`config.mk`:
```
export PLATFORM = sky130hd
export DESIGN_NAME = wired_and_arb_tx
export DESIGN_NICKNAME = d
export VERILOG_FILES = /design/src/rtl/wired_bus_pkg.sv /design/src/rtl/wired_bit_timer.sv /design/src/rtl/wired_and_arb_tx.sv
export SDC_FILE = /design/constraint.sdc
export NUM_CORES = 1
export LEC_CHECK = 0
export ABC_AREA = 0
export BUFFER_PORTS_ARGS = -buffer_cell sky130_fd_sc_hd__buf_2
export CORE_ASPECT_RATIO = 1.2
export CORE_MARGIN = 1.5
export CORE_UTILIZATION = 30
export DETAILED_ROUTE_END_ITERATION = 10
export PLACE_DENSITY = 0.51
export SLEW_MARGIN = 15
export SYNTH_ARGS = -nofsm -noshare
export SYNTH_HDL_FRONTEND = slang
export SYNTH_HIERARCHICAL = 1
export SYNTH_SLANG_ARGS = --single-unit
```
`constraint.sdc`:
```
create_clock -name clk_i -period 2.8 [get_ports clk_i]
set_input_delay 0.28 -clock clk_i [delete_from_list [all_inputs] [get_ports clk_i]]
set_output_delay 0.28 -clock clk_i [all_outputs]
set_load 0.02 [all_outputs]
```
`src/rtl/wired_bus_pkg.sv`:
```
// Shared types and helpers for the open-drain wired-AND bus blocks.
// Level 0 wins on the wire (dominant); level 1 is a released line (recessive).
package wired_bus_pkg;

    typedef enum logic [1:0] {
        IDLE  = 2'd0,
        START = 2'd1,
        DATA  = 2'd2,
        STOP  = 2'd3
    } state_t;

    localparam logic DOMINANT  = 1'b0;
    localparam logic RECESSIVE = 1'b1;

    // Frames go out MSB first, so the n-th bit sent is bit position w-1-n.
    function automatic int unsigned bit_idx(input int unsigned bits_sent, input int unsigned w);
        return w - 1 - bits_sent;
    endfunction

endpackage

```
`src/rtl/wired_bit_timer.sv`:
```
// Per-bit timing for the wired bus: a counter that wraps every BIT_CYCLES cycles,
// with a mid-bit sample strobe and an end-of-bit strobe.
module wired_bit_timer #(
    parameter int BIT_CYCLES = 8,
    parameter int SAMPLE_AT  = BIT_CYCLES / 2,
    localparam int CW        = $clog2(BIT_CYCLES)
) (
    input  logic          clk_i,
    input  logic          rst_ni,
    input  logic          run_i,
    output logic [CW-1:0] bit_cnt_o,
    output logic          sample_stb_o,
    output logic          bit_end_o
);

    logic [CW-1:0] cnt_q, cnt_d;

    assign bit_cnt_o    = cnt_q;
    assign sample_stb_o = run_i && (cnt_q == CW'(SAMPLE_AT));
    assign bit_end_o    = run_i && (cnt_q == CW'(BIT_CYCLES - 1));

    // Held at zero while stopped so the first bit of a frame starts on a clean boundary.
    always_comb begin
        cnt_d = '0;
        if (run_i && !bit_end_o) begin
            cnt_d = cnt_q + 1'b1;
        end
    end

    always_ff @(posedge clk_i or negedge rst_ni) begin
        if (!rst_ni) begin
            cnt_q <= '0;
        end else begin
            cnt_q <= cnt_d;
        end
    end

endmodule

```
`src/rtl/wired_and_arb_tx.sv`:
```
// Bit-serial transmitter for a wired-AND bus with bitwise non-destructive arbitration:
// drives each bit, reads the resolved level back mid-bit and drops to listen-only on loss.
//
// state | meaning
// IDLE  | bus released; waiting for BIT_CYCLES recessive cycles before offering tx_ready
// START | one dominant start bit; must read back dominant
// DATA  | W bits MSB first; passive_q set means arbitration lost, only listening
// STOP  | one recessive stop bit; must read back recessive
module wired_and_arb_tx
    import wired_bus_pkg::*;
#(
    parameter int W          = 8,
    parameter int BIT_CYCLES = 8,
    parameter int SAMPLE_AT  = BIT_CYCLES / 2,
    localparam int IW        = $clog2(W)
) (
    input  logic          clk_i,
    input  logic          rst_ni,
    input  logic          tx_valid_i,
    input  logic [W-1:0]  tx_data_i,
    output logic          tx_ready_o,
    input  logic          bus_in_i,
    output logic          bus_drive_low_o,
    output logic          busy_o,
    output logic          done_o,
    output logic          lost_o,
    output logic [IW-1:0] lost_idx_o,
    output logic          fault_o,
    output logic [W-1:0]  rx_data_o
);

    localparam int CW  = $clog2(BIT_CYCLES);
    localparam int ICW = $clog2(BIT_CYCLES + 1);

    state_t         state_q, state_d;
    logic [W-1:0]   shift_q, shift_d;
    logic [W-1:0]   rx_q, rx_d;
    logic [IW-1:0]  bits_q, bits_d;
    logic [ICW-1:0] idle_q, idle_d;
    logic [IW-1:0]  lost_idx_q, lost_idx_d;
    logic           passive_q, passive_d;
    logic           err_q, err_d;
    logic           drive_q, drive_d;
    logic           done_q, done_d;
    logic           lost_q, lost_d;
    logic           fault_q, fault_d;

    logic [CW-1:0]  bit_cnt;
    logic           sample_stb;
    logic           bit_end;

    wired_bit_timer #(
        .BIT_CYCLES (BIT_CYCLES),
        .SAMPLE_AT  (SAMPLE_AT)
    ) u_timer (
        .clk_i        (clk_i),
        .rst_ni       (rst_ni),
        .run_i        (state_q != IDLE),
        .bit_cnt_o    (bit_cnt),
        .sample_stb_o (sample_stb),
        .bit_end_o    (bit_end)
    );

    assign tx_ready_o      = (state_q == IDLE) && (idle_q == ICW'(BIT_CYCLES));
    assign busy_o          = (state_q != IDLE);
    assign bus_drive_low_o = drive_q;
    assign done_o          = done_q;
    assign lost_o          = lost_q;
    assign fault_o         = fault_q;
    assign lost_idx_o      = lost_idx_q;
    assign rx_data_o       = rx_q;

    always_comb begin
        state_d    = state_q;
        shift_d    = shift_q;
        rx_d       = rx_q;
        bits_d     = bits_q;
        idle_d     = '0;
        lost_idx_d = lost_idx_q;
        passive_d  = passive_q;
        err_d      = err_q;
        done_d     = 1'b0;
        lost_d     = 1'b0;
        fault_d    = 1'b0;

        unique case (state_q)
            IDLE: begin
                if (bus_in_i == RECESSIVE) begin
                    idle_d = (idle_q == ICW'(BIT_CYCLES)) ? idle_q : idle_q + 1'b1;
                end
                if (tx_valid_i && tx_ready_o) begin
                    state_d    = START;
                    shift_d    = tx_data_i;
                    rx_d       = '0;
                    bits_d     = '0;
                    lost_idx_d = '0;
                    passive_d  = 1'b0;
                    err_d      = 1'b0;
                    idle_d     = '0;
                end
            end
            START: begin
                if (sample_stb && bus_in_i == RECESSIVE) begin
                    fault_d = 1'b1;
                    state_d = IDLE;
                end else if (bit_end) begin
                    state_d = DATA;
                end
            end
            DATA: begin
                if (sample_stb) begin
                    rx_d = {rx_q[W-2:0], bus_in_i};
                    if (!passive_q && shift_q[W-1] == RECESSIVE && bus_in_i == DOMINANT) begin
                        lost_d     = 1'b1;
                        passive_d  = 1'b1;
                        lost_idx_d = IW'(bit_idx(32'(bits_q), W));
                    end else if (!passive_q && shift_q[W-1] == DOMINANT && bus_in_i == RECESSIVE) begin
                        fault_d = 1'b1;
                        state_d = IDLE;
                    end
                end
                if (bit_end) begin
                    shift_d = shift_q << 1;
                    if (bits_q == IW'(W - 1)) begin
                        state_d = STOP;
                    end else begin
                        bits_d = bits_q + 1'b1;
                    end
                end
            end
            STOP: begin
                if (sample_stb && bus_in_i == DOMINANT) begin
                    fault_d = 1'b1;
                    err_d   = 1'b1;
                end
                if (bit_end) begin
                    state_d = IDLE;
                    done_d  = !passive_q && !err_q;
                end
            end
            default: state_d = IDLE;
        endcase

        // Registered from next-state so the pad never sees a decode glitch.
        drive_d = (state_d == START) ||
                  (state_d == DATA && !passive_d && shift_d[W-1] == DOMINANT);
    end

    always_ff @(posedge clk_i or negedge rst_ni) begin
        if (!rst_ni) begin
            state_q    <= IDLE;
            shift_q    <= '0;
            rx_q       <= '0;
            bits_q     <= '0;
            idle_q     <= '0;
            lost_idx_q <= '0;
            passive_q  <= 1'b0;
            err_q      <= 1'b0;
            drive_q    <= 1'b0;
            done_q     <= 1'b0;
            lost_q     <= 1'b0;
            fault_q    <= 1'b0;
        end else begin
            state_q    <= state_d;
            shift_q    <= shift_d;
            rx_q       <= rx_d;
            bits_q     <= bits_d;
            idle_q     <= idle_d;
            lost_idx_q <= lost_idx_d;
            passive_q  <= passive_d;
            err_q      <= err_d;
            drive_q    <= drive_d;
            done_q     <= done_d;
            lost_q     <= lost_d;
            fault_q    <= fault_d;
        end
    end

    // A frame must open on a fresh bit boundary or every sample point shifts.
    first_bit_aligned: assert property (@(posedge clk_i) disable iff (!rst_ni)
        (state_q == IDLE && state_d == START) |=> (bit_cnt == '0));

endmodule

```
[After elaboration in Yosys (flattened, before gate mapping)]
Cells that the tools add are included.
Word-level totals
  register bits after elaboration: 37
Cells by class
  reductions and logical operators: 28
  mux-type cells: 46
  add/sub/neg operators: 4
  eq/ne operators: 16
  bitwise logic cells: 3
Operators with widths (number)
  2-to-1 mux 8 bit: 4
  one-hot mux 8 bit (2 select lines): 2
  2-to-1 mux 2 bit: 9
  2-to-1 mux 3 bit: 6
  2-to-1 mux 4 bit: 4
  2-to-1 mux 1 bit: 15
  logical AND 1 bit: 14
  one-hot mux 3 bit (2 select lines): 2
  equality test 3 bit, second input constant: 3
  AND reduction 3 bit: 3
  inequality test 2 bit, second input constant: 4
  one-hot mux 2 bit (4 select lines): 1
  AND reduction 4 bit: 2
  adder 3 x 1 -> 3 bit, second input constant: 2
  equality test 2 bit, second input constant: 3
  nonzero test 2 bit: 3
  adder 4 x 1 -> 4 bit, second input constant: 1
  equality test 2 x 1 -> 1 bit, second input constant: 2
  equality test 4 bit, second input constant: 1
  logical NOT 1 bit: 4
  inequality test 2 x 1 -> 1 bit, second input constant: 2
  inequality test 4 x 3 -> 1 bit, second input constant: 1
  one-hot mux 1 bit (2 select lines): 2
  NOT 1 bit: 3
  4 further kinds: 4

[Depth between registers and ports, before layout]
Gate-level depths: netlist of run 1.
  depth in word-level cells: 13
  depth in mapped cells: 10
  mapped depth without buffers: 8

[By module]
The synthesis of run 1 kept the hierarchy.
Modules (own cells, without submodules)
  wired_and_arb_tx: instances 1, area an instance 1711.6 um^2, cells an instance 173, seq. area each 850.8 um^2
  wired_bit_timer: instances 1, area an instance 163.9 um^2, cells an instance 13, seq. area each 75.1 um^2

[Worst setup path after synthesis of run 1]
Ideal clock, no wire load.
  path type: register to register
  start: reg state_q[1]
  end: reg drive_q (netlist: bus_drive_low_o)
  library setup time: 0.078 ns
  data required time: 2.722 ns
  slack: 0.850 ns
  stages on the path, launching flop included: 11
  arrival: 1.873 ns
  clock period less this slack: 1.950 ns
  cells stage by stage: dfrtp_1 > buf_2 > nor2_2 > inv_1 > and2_2 > buf_2 > and3b_1 > buf_4 > a32oi_1 > o21ai_1 > o2bb2ai_1
On the way
  elaborated cells between the ends (all ways): 33
  those cells by class: eq/ne (5); mux (16); bitwise (1); reduce/logical (11)
RTL lines
  start, declared: RTL line wired_and_arb_tx.sv:35  | state_t state_q, state_d;
  start signal, assigned: RTL line wired_and_arb_tx.sv:164  | state_q <= state_d;
  nonzero test 2 bit
  net busy_o: RTL line wired_and_arb_tx.sv:24  | output logic busy_o,
  logical AND 1 bit: RTL line wired_bit_timer.sv:20  | assign bit_end_o = run_i && (cnt_q == CW'(BIT_CYCLES - 1));
  net bit_end: RTL line wired_and_arb_tx.sv:50  | logic bit_end;
  2-to-1 mux 8 bit: RTL line wired_and_arb_tx.sv:122  | if (bit_end) begin
  one-hot mux 8 bit (2 select lines): RTL line wired_and_arb_tx.sv:86  | unique case (state_q)
  net shift_d[7]: RTL line wired_and_arb_tx.sv:36  | logic [W-1:0] shift_q, shift_d;
  NOT 1 bit: RTL line wired_and_arb_tx.sv:146  | (state_d == DATA && !passive_d && shift_d[W-1] == DOMINANT);
  logical AND 1 bit: RTL line wired_and_arb_tx.sv:146
  logical OR 1 bit: RTL line wired_and_arb_tx.sv:145  | drive_d = (state_d == START) ||
  net drive_d: RTL line wired_and_arb_tx.sv:43  | logic drive_q, drive_d;
  end signal, assigned: RTL line wired_and_arb_tx.sv:172  | drive_q <= drive_d;
  end, declared: RTL line wired_and_arb_tx.sv:43
The timed path passes the listed nets, and every way through them passes these cells. The select of a mux whose other input is x is not followed.
A chain may end at the register's enable or synchronous reset.

[Final worst setup path of run 1]
  start: reg state_q[0]
  end: reg lost_idx_q[2] (netlist: lost_idx_o[2])
On the way
  elaborated cells between the ends (all ways): 12
  those cells by class: eq/ne (4); mux (1); reduce/logical (7)
RTL lines
  nonzero test 2 bit: RTL line wired_and_arb_tx.sv:58  | .run_i (state_q != IDLE),
  logical AND 1 bit: RTL line wired_bit_timer.sv:19  | assign sample_stb_o = run_i && (cnt_q == CW'(SAMPLE_AT));
  net sample_stb: RTL line wired_and_arb_tx.sv:49  | logic sample_stb;
  inequality test 2 bit (no line)
  AND reduction 4 bit (no line)
  end signal, assigned: RTL line wired_and_arb_tx.sv:169  | lost_idx_q <= lost_idx_d;
  end, declared: RTL line wired_and_arb_tx.sv:40  | logic [IW-1:0] lost_idx_q, lost_idx_d;
The timed path passes the listed nets, and every way through them passes these cells.

==> impl_metrics.tcl, run 1 <==
set metrics [dict create \
    gp_congestion 0.742 \
    synth_fp_nets 205 \
    synth_top_flop_cell "dfrtp_1" \
    finalHoldViolCount 0 \
    grt_use_met2_pct 20.3 \
    die_width_microns 75.2 \
    synth_area_leaders "dfrtp_1 49%, nand2_1 8.2%, ha_1 4.7%, a22oi_2 4.0%, o21ai_1 3.2%" \
    hold-worst-slack_ns 0.0870 \
    cp-start-kind "register" \
    cts.clk_slew.worst_paths_ns 0.07 \
    syn_area_per_cell_sq_um 10.1 \
    area_delta_synth_final_pct 13.4 \
    grt-ovfl-total 0 \
    htree_levels 2 \
    n_fill_cell 635 \
    cpPeakStageDelay_ns 0.55 \
    grt_busiest_layer "met2" \
    power_density_nw_per_um2 490 \
    synth_top_area_share_pct 49.4 \
    critPathKind "reg -> reg" \
    syn_inst 186 \
    required_ns 2.97 \
    first_pass_iters 4 \
    drv_slew 0 \
    clock_latency_ns 0.28 \
    nets 230 \
    synthAdderAreaFrac_pct 4.67 \
    ys_ff_latch 37 \
    routed_via_density 4.60 \
    path_max_fanout 13 \
    port_buffers 28 \
    synthSimpleGateAreaFrac_pct 21.9 \
    cts-resized-gates 0 \
    rsz0062_at_grt "no" \
    async_flop_share_pct 100 \
    pre_cts_slack_ns 0.659 \
    yosysUniqueCellTypes 44 \
    dp.final_hpwl_mm 2.65 \
    tightestPinTransition_ns 0.826 \
    cts_sinks 37 \
    start_util_pct 31.0 \
    outcome "finished, final reports clean" \
    clockBufferDepth 2 \
    pin_count 29 \
    grt_first_pass_wirelength_mm 6.38 \
    skew_ns 0.00206 \
    use_met1_pct 15.8 \
    end_kind "register" \
    cp_top_family "simple AND/OR/NAND/NOR gates" \
    core-area_sq_um 6050 \
    setup_ws_ns 0.669 \
    synth_edf_count 0 \
    die-area_sq_um 6740 \
    grt_use_total_pct 12.5 \
    synth_top_family_by_area "simple AND/OR/NAND/NOR gates" \
    wl_per_cell_microns 12.7 \
    slowest_stage "dfrtp_1" \
    grt_max_degree 38 \
    fmaxAchievable_ghz 0.469 \
    yosysWarnings 6 \
    postRouteAntennaNets 0 \
    cts_setup_buffers 0 \
    period_needed_ns 2.13 \
    grt_pass1_vias 1331 \
    cts_root_buf "clkbuf_8" \
    drcViolationCount 0 \
    grt_antenna_before_repair 0 \
    p_leak_nw 1.06 \
    irDropWorstVdd_mv 0.139 \
    final.setup.tns_ns 0 \
    timing.final.crit_share_pct 76.1 \
    ctsHoldBuffers 0 \
    use_met3_pct 3.68 \
    drive_above_1_share_pct 23.1 \
    synth_xor_area_share_pct 0.467 \
    syn-cell-area_sq_um 1880 \
    synth_compound_area_share_pct 16.7 \
    rows 31 \
    cts_made_buffers 5 \
    muxShareOfSynthArea_pct 0.534 \
    yosysSeqAreaShare_pct 49.4 \
    min_path_type "in -> async" \
    slew_headroom_pct 44.9 \
    vias 1351 \
    tritoncts "yes" \
    diodes 0 \
    crit_chain "nor2_2 > inv_1 > and3_1 > nor4bb_1 > nand2_1 > inv_2 > nor2_4 > o2bb2ai_1" \
    routed_wl_mm 3.74 \
    die_y_microns 89.6 \
    first_iter_violations 59 \
    cp_num_buf_inv 2 \
    yosys.area.top_type "dfrtp_1" \
    cap_violations 0 \
    worstPathArrival_ns 2.30 \
    setup_violations 0 \
]
==> registers in the layout, indices dropped and copies added (netlist names) <==
name               flops
rx_data_o              8
shift_q                8
idle_q                 4
bits_q                 3
lost_idx_o             3
u_timer/bit_cnt_o      3
state_q                2
bus_drive_low_o        1
done_o                 1
err_q                  1
fault_o                1
lost_o                 1
passive_q              1
==> final timing paths <==
kind	from	end	slack (ns)	depth (start not counted)
max in group asynchronous	rst_ni	shift_q[4]	2.20	1
setup / recovery	state_q[0]	lost_idx_o[2]	0.67	8
hold / removal	rst_ni	idle_q[0]	0.09	1
hold reg to reg	err_q	done_o	0.46	1
setup reg to reg	state_q[0]	lost_idx_o[2]	0.67	8
min in group clk_i	tx_data_i[0]	shift_q[0]	0.21	3
==> metal layers <==
layer | wire length (microns) | share of wire, %
met2 | 1780 | 48
met4 | 47 | 1.3
met1 | 1760 | 47
met5 | 0 | 0
met3 | 147 | 3.9
==> layout make-up <==
class | count | area (sq um) | share of cell area [%]
inverter | 12 | 45.0 | 2.12
tap | 82 | 103 | 4.82
sequential | 37 | 926 | 43.5
clock inverter | 2 | 10.0 | 0.471
clock buffer | 6 | 72.6 | 3.41
timing repair buffer | 28 | 140 | 6.59
multi-input combinational | 127 | 831 | 39.1
==> synthesized netlist by cell type, types with 2 or more instances <==
| master | instances |
|---|---|
| and3_1 | 4 |
| dfrtp_1 | 37 |
| ha_1 | 7 |
| a21oi_1 | 6 |
| nor3_1 | 4 |
| buf_6 | 3 |
| o21ai_1 | 12 |
| nor3b_2 | 2 |
| nand3_1 | 2 |
| a21bo_1 | 2 |
| inv_1 | 11 |
| nand2_1 | 41 |
| a22oi_2 | 6 |
| buf_4 | 2 |
| and2_1 | 2 |
| nand3b_1 | 2 |
| nor2b_1 | 3 |
| nor2_1 | 2 |
| buf_2 | 5 |
| o21ai_0 | 2 |
| and3b_1 | 5 |
| o2bb2ai_1 | 4 |
==> cells by family (layout without fill, tap and decap cells) <==
group                    count (synthesis)  count (layout)
multiplexers                             1               1
XOR/XNOR                                 1               1
AND/OR/NAND/NOR                         77              77
adder cells (fa/ha/maj)                  7               7
AO/OA/AOI/OAI                           41              41
flip-flops                              37              37
buffers and inverters                   22              48
==> where the power goes <==
| group | total [mW] | leakage (nW) | internal (mW) | switching, mW |
|---|---|---|---|---|
| sequential | 0.583 | 0.459 | 0.560 | 0.0221 |
| combinational | 0.104 | 0.554 | 0.0404 | 0.0635 |
| clock | 0.356 | 0.0450 | 0.172 | 0.184 |
| total | 1.04 | 1.06 | 0.773 | 0.269 |
==> stage by stage <==
stage	utilization [%]	power [mW]	instances	area, sq um
floorplan	-	0.656	186	1880
global placement	33.8	0.700	286	2040
detailed placement	33.8	0.700	286	2040
CTS	35.2	1.06	294	2130
global route	35.2	1.10	294	2130
finish	35.2	1.04	294	2130
==> cell usage in the layout, fill, tap and decap left out, types with 2 or more instances in the layout <==
cell type  instances
o21ai_1           12
clkinv_2           2
nor2b_1            3
a22oi_2            6
o21ai_0            2
a21bo_1            2
buf_2             28
inv_1             11
nor3b_2            2
nor3_1             4
nor2_1             2
clkbuf_8           5
and3b_1            5
dfrtp_1           37
nand3b_1           2
nand2_1           41
and2_1             2
a21oi_1            6
ha_1               7
o2bb2ai_1          4
and3_1             4
nand3_1            2
(Power assumes the default switching activity.)
==> inputs of run 2 (changes only) <==
PLACE_DENSITY = 0.52   (was 0.51)
clock period = 1.8 ns   (was 2.8 ns; I/O delays follow)
==> run 2 against run 1 <==
  * First-iteration DRC count grew 59%
  * Via count rose by 4.5%
  * Sequential share of layout area shrank 2.8 points
  * Routed wire length up 3.5%
  * Global-route usage hardly changed
  * Combinational power rose by 78%
  * Clock skew up 0.00072 ns
  * Design area is 6.8% higher
  * Hold slack gained 0.0027 ns
  * Largest power group unchanged
  * Sequential power grew 55%
  * Final cell count is 4.8% higher
  * Sequential cell count stayed put
==> impl_metrics.tcl, run 2 (synthesis gave the netlist of run 1 again) <==
set metrics [dict create \
    outcome "finished, final reports clean" \
    timing.final.crit_share_pct 94.8 \
    irDropWorstVdd_mv 0.238 \
    htree_levels 2 \
    power_frac_comb_pct 11.1 \
    timing.rr.start "u_timer/bit_cnt_o[0]" \
    grt_pass1_vias 1310 \
    required_ns 1.62 \
    fmaxAchievable_ghz 0.586 \
    clkPwrFrac_pct 34.7 \
    crit_top_cell "inv_1" \
    postRouteAntennaNets 0 \
    grt_use_total_pct 12.5 \
    drcViolationCount 0 \
    routed_wl_mm 3.87 \
    drive_above_1_share_pct 31.4 \
    hold_depth 3 \
    port_buffers 28 \
    cp-start-kind "register" \
    power_density_nw_per_um2 732 \
    reg2reg_to "bus_drive_low_o" \
    r2r_slack_ns 0.11 \
    cts_root_buf "clkbuf_8" \
    layout_commonest_cell "nand2_1" \
    start_util_pct 31.0 \
    tritoncts "yes" \
    crit_chain "inv_1 > ha_1 > and3b_2 > nand2_2 > inv_1 > buf_2" \
    hold_end "shift_q[0]" \
    final.setup.tns_ns 0 \
    grt_first_pass_wirelength_mm 6.27 \
    hold-worst-slack_ns 0.0896 \
    diodes 0 \
    end_kind "output pin" \
    wl_per_cell_microns 12.6 \
    hp-start "tx_data_i[0]" \
    rows 31 \
    cp_top_family "flip-flops" \
    p_switching_uw 449 \
    clockBufferDepth 2 \
    cp_num_buf_inv 3 \
    first_iter_violations 94 \
    p_int_mw 1.21 \
    grt_antenna_before_repair 0 \
    grt_max_degree 38 \
    setup_violations 0 \
    routed_via_density 4.58 \
    pin_count 29 \
    seqPwrFrac_pct 54.2 \
    drv_slew 0 \
    path_max_fanout 5 \
    cap_violations 0 \
    gp_congestion 0.831 \
    slew_headroom_pct 69.0 \
    vias 1412 \
    core-area_sq_um 6050 \
    layout.cells.most_common_list "40 x nand2_1, 37 x dfrtp_1, 28 x buf_2" \
    clock_latency_ns 0.29 \
    min_path_type "in -> reg" \
    nets 244 \
    finalHoldViolCount 0 \
    skew_ns 0.00278 \
    rr_worst_depth 7 \
    first_pass_iters 4 \
    period_needed_ns 1.71 \
    die_width_microns 75.2 \
    cts_made_buffers 5 \
    slowest_stage "dfrtp_1" \
    critPathKind "reg -> out" \
    cpPeakStageDelay_ns 0.40 \
    worstPathArrival_ns 1.53 \
    p_leak_nw 1.13 \
    grt-ovfl-total 0 \
    dp.final_hpwl_mm 2.73 \
    cts.clk_slew.worst_paths_ns 0.07 \
    cts_sinks 37 \
    switching_share_pct 27.0 \
    area_delta_synth_final_pct 21.1 \
    die_y_microns 89.6 \
    die-area_sq_um 6740 \
    tightestPinTransition_ns 0.465 \
]
-- run 2: area by class of cell --
type,count,area (sq um)
multi-input cells,127,863
inverters,12,45.0
flip-flops and latches,37,926
well taps,82,103
clock buffers,5,68.8
fillers,652,3780
repair buffers,42,248
clock inverters,3,17.5
-- run 2: repair_timing --
item | in CTS | in global routing
pin swaps | 0 | 1
hold buffers | 1 | 0
setup buffers | 0 | 1
endpoints found under the hold margin | 37 | 0
setup endpoints to repair | 1 | 11
resized for setup | 1 | 6
-- run 2: how the worst max path moves through the flow --
stage | start | endpoint | slack (ns) | cells past startpoint
after detailed placement | u_timer/bit_cnt_o[0] | bus_drive_low_o | 0.02 | 7
final | idle_q[0] | tx_ready_o | 0.09 | 6
after global placement | u_timer/bit_cnt_o[0] | bus_drive_low_o | 0.05 | 7
after global routing | idle_q[0] | tx_ready_o | -0.008 | 6
after floorplan | u_timer/bit_cnt_o[0] | bus_drive_low_o | 0.008 | 9
after CTS | u_timer/bit_cnt_o[0] | bus_drive_low_o | 0.03 | 7
-- run 2: metal layers --
metal  routed length [microns]  vias up  track usage (%)
met5                         0        -                0
met4                        52        0             4.38
met3                       238        7             3.35
met2                      1810       33             19.5
met1                      1760      661             16.6
li1                          -      711                -
-- run 2: worst reg2reg max path: cells and delay by family, from the launching register on --
| kind | cells | cell delay [ns] |
|---|---|---|
| AO/OA/AOI/OAI | 4 | 0.67 |
| flip-flops | 1 | 0.40 |
| adder cells (fa/ha/maj) | 2 | 0.38 |
| AND/OR/NAND/NOR | 1 | 0.16 |
-- run 2: power groups by stage --
stage	clock, mW	combinational (mW)	sequential, mW
2_1_floorplan	0	0.0875	0.935
3_3_place_gp	0	0.178	0.919
3_5_place_dp	0	0.180	0.919
4_1_cts	0.593	0.183	0.903
5_1_grt	0.625	0.211	0.907
6_report	0.577	0.185	0.901
-- run 2: stage by stage --
| step | util (%) | worst slack (ns) | instances | total power, mW | instance area [sq um] |
|---|---|---|---|---|---|
| 6_report | 37.5 | 0.0937 | 308 | 1.66 | 2270 |
| 5_1_grt | 37.5 | -0.00795 | 308 | 1.74 | 2270 |
| 4_1_cts | 37.1 | 0.0282 | 307 | 1.68 | 2250 |
| 3_5_place_dp | 35.4 | 0.0211 | 298 | 1.10 | 2140 |
| 3_3_place_gp | 35.4 | 0.0498 | 298 | 1.10 | 2140 |
| 2_1_floorplan | - | 0.00843 | 186 | 1.02 | 1890 |
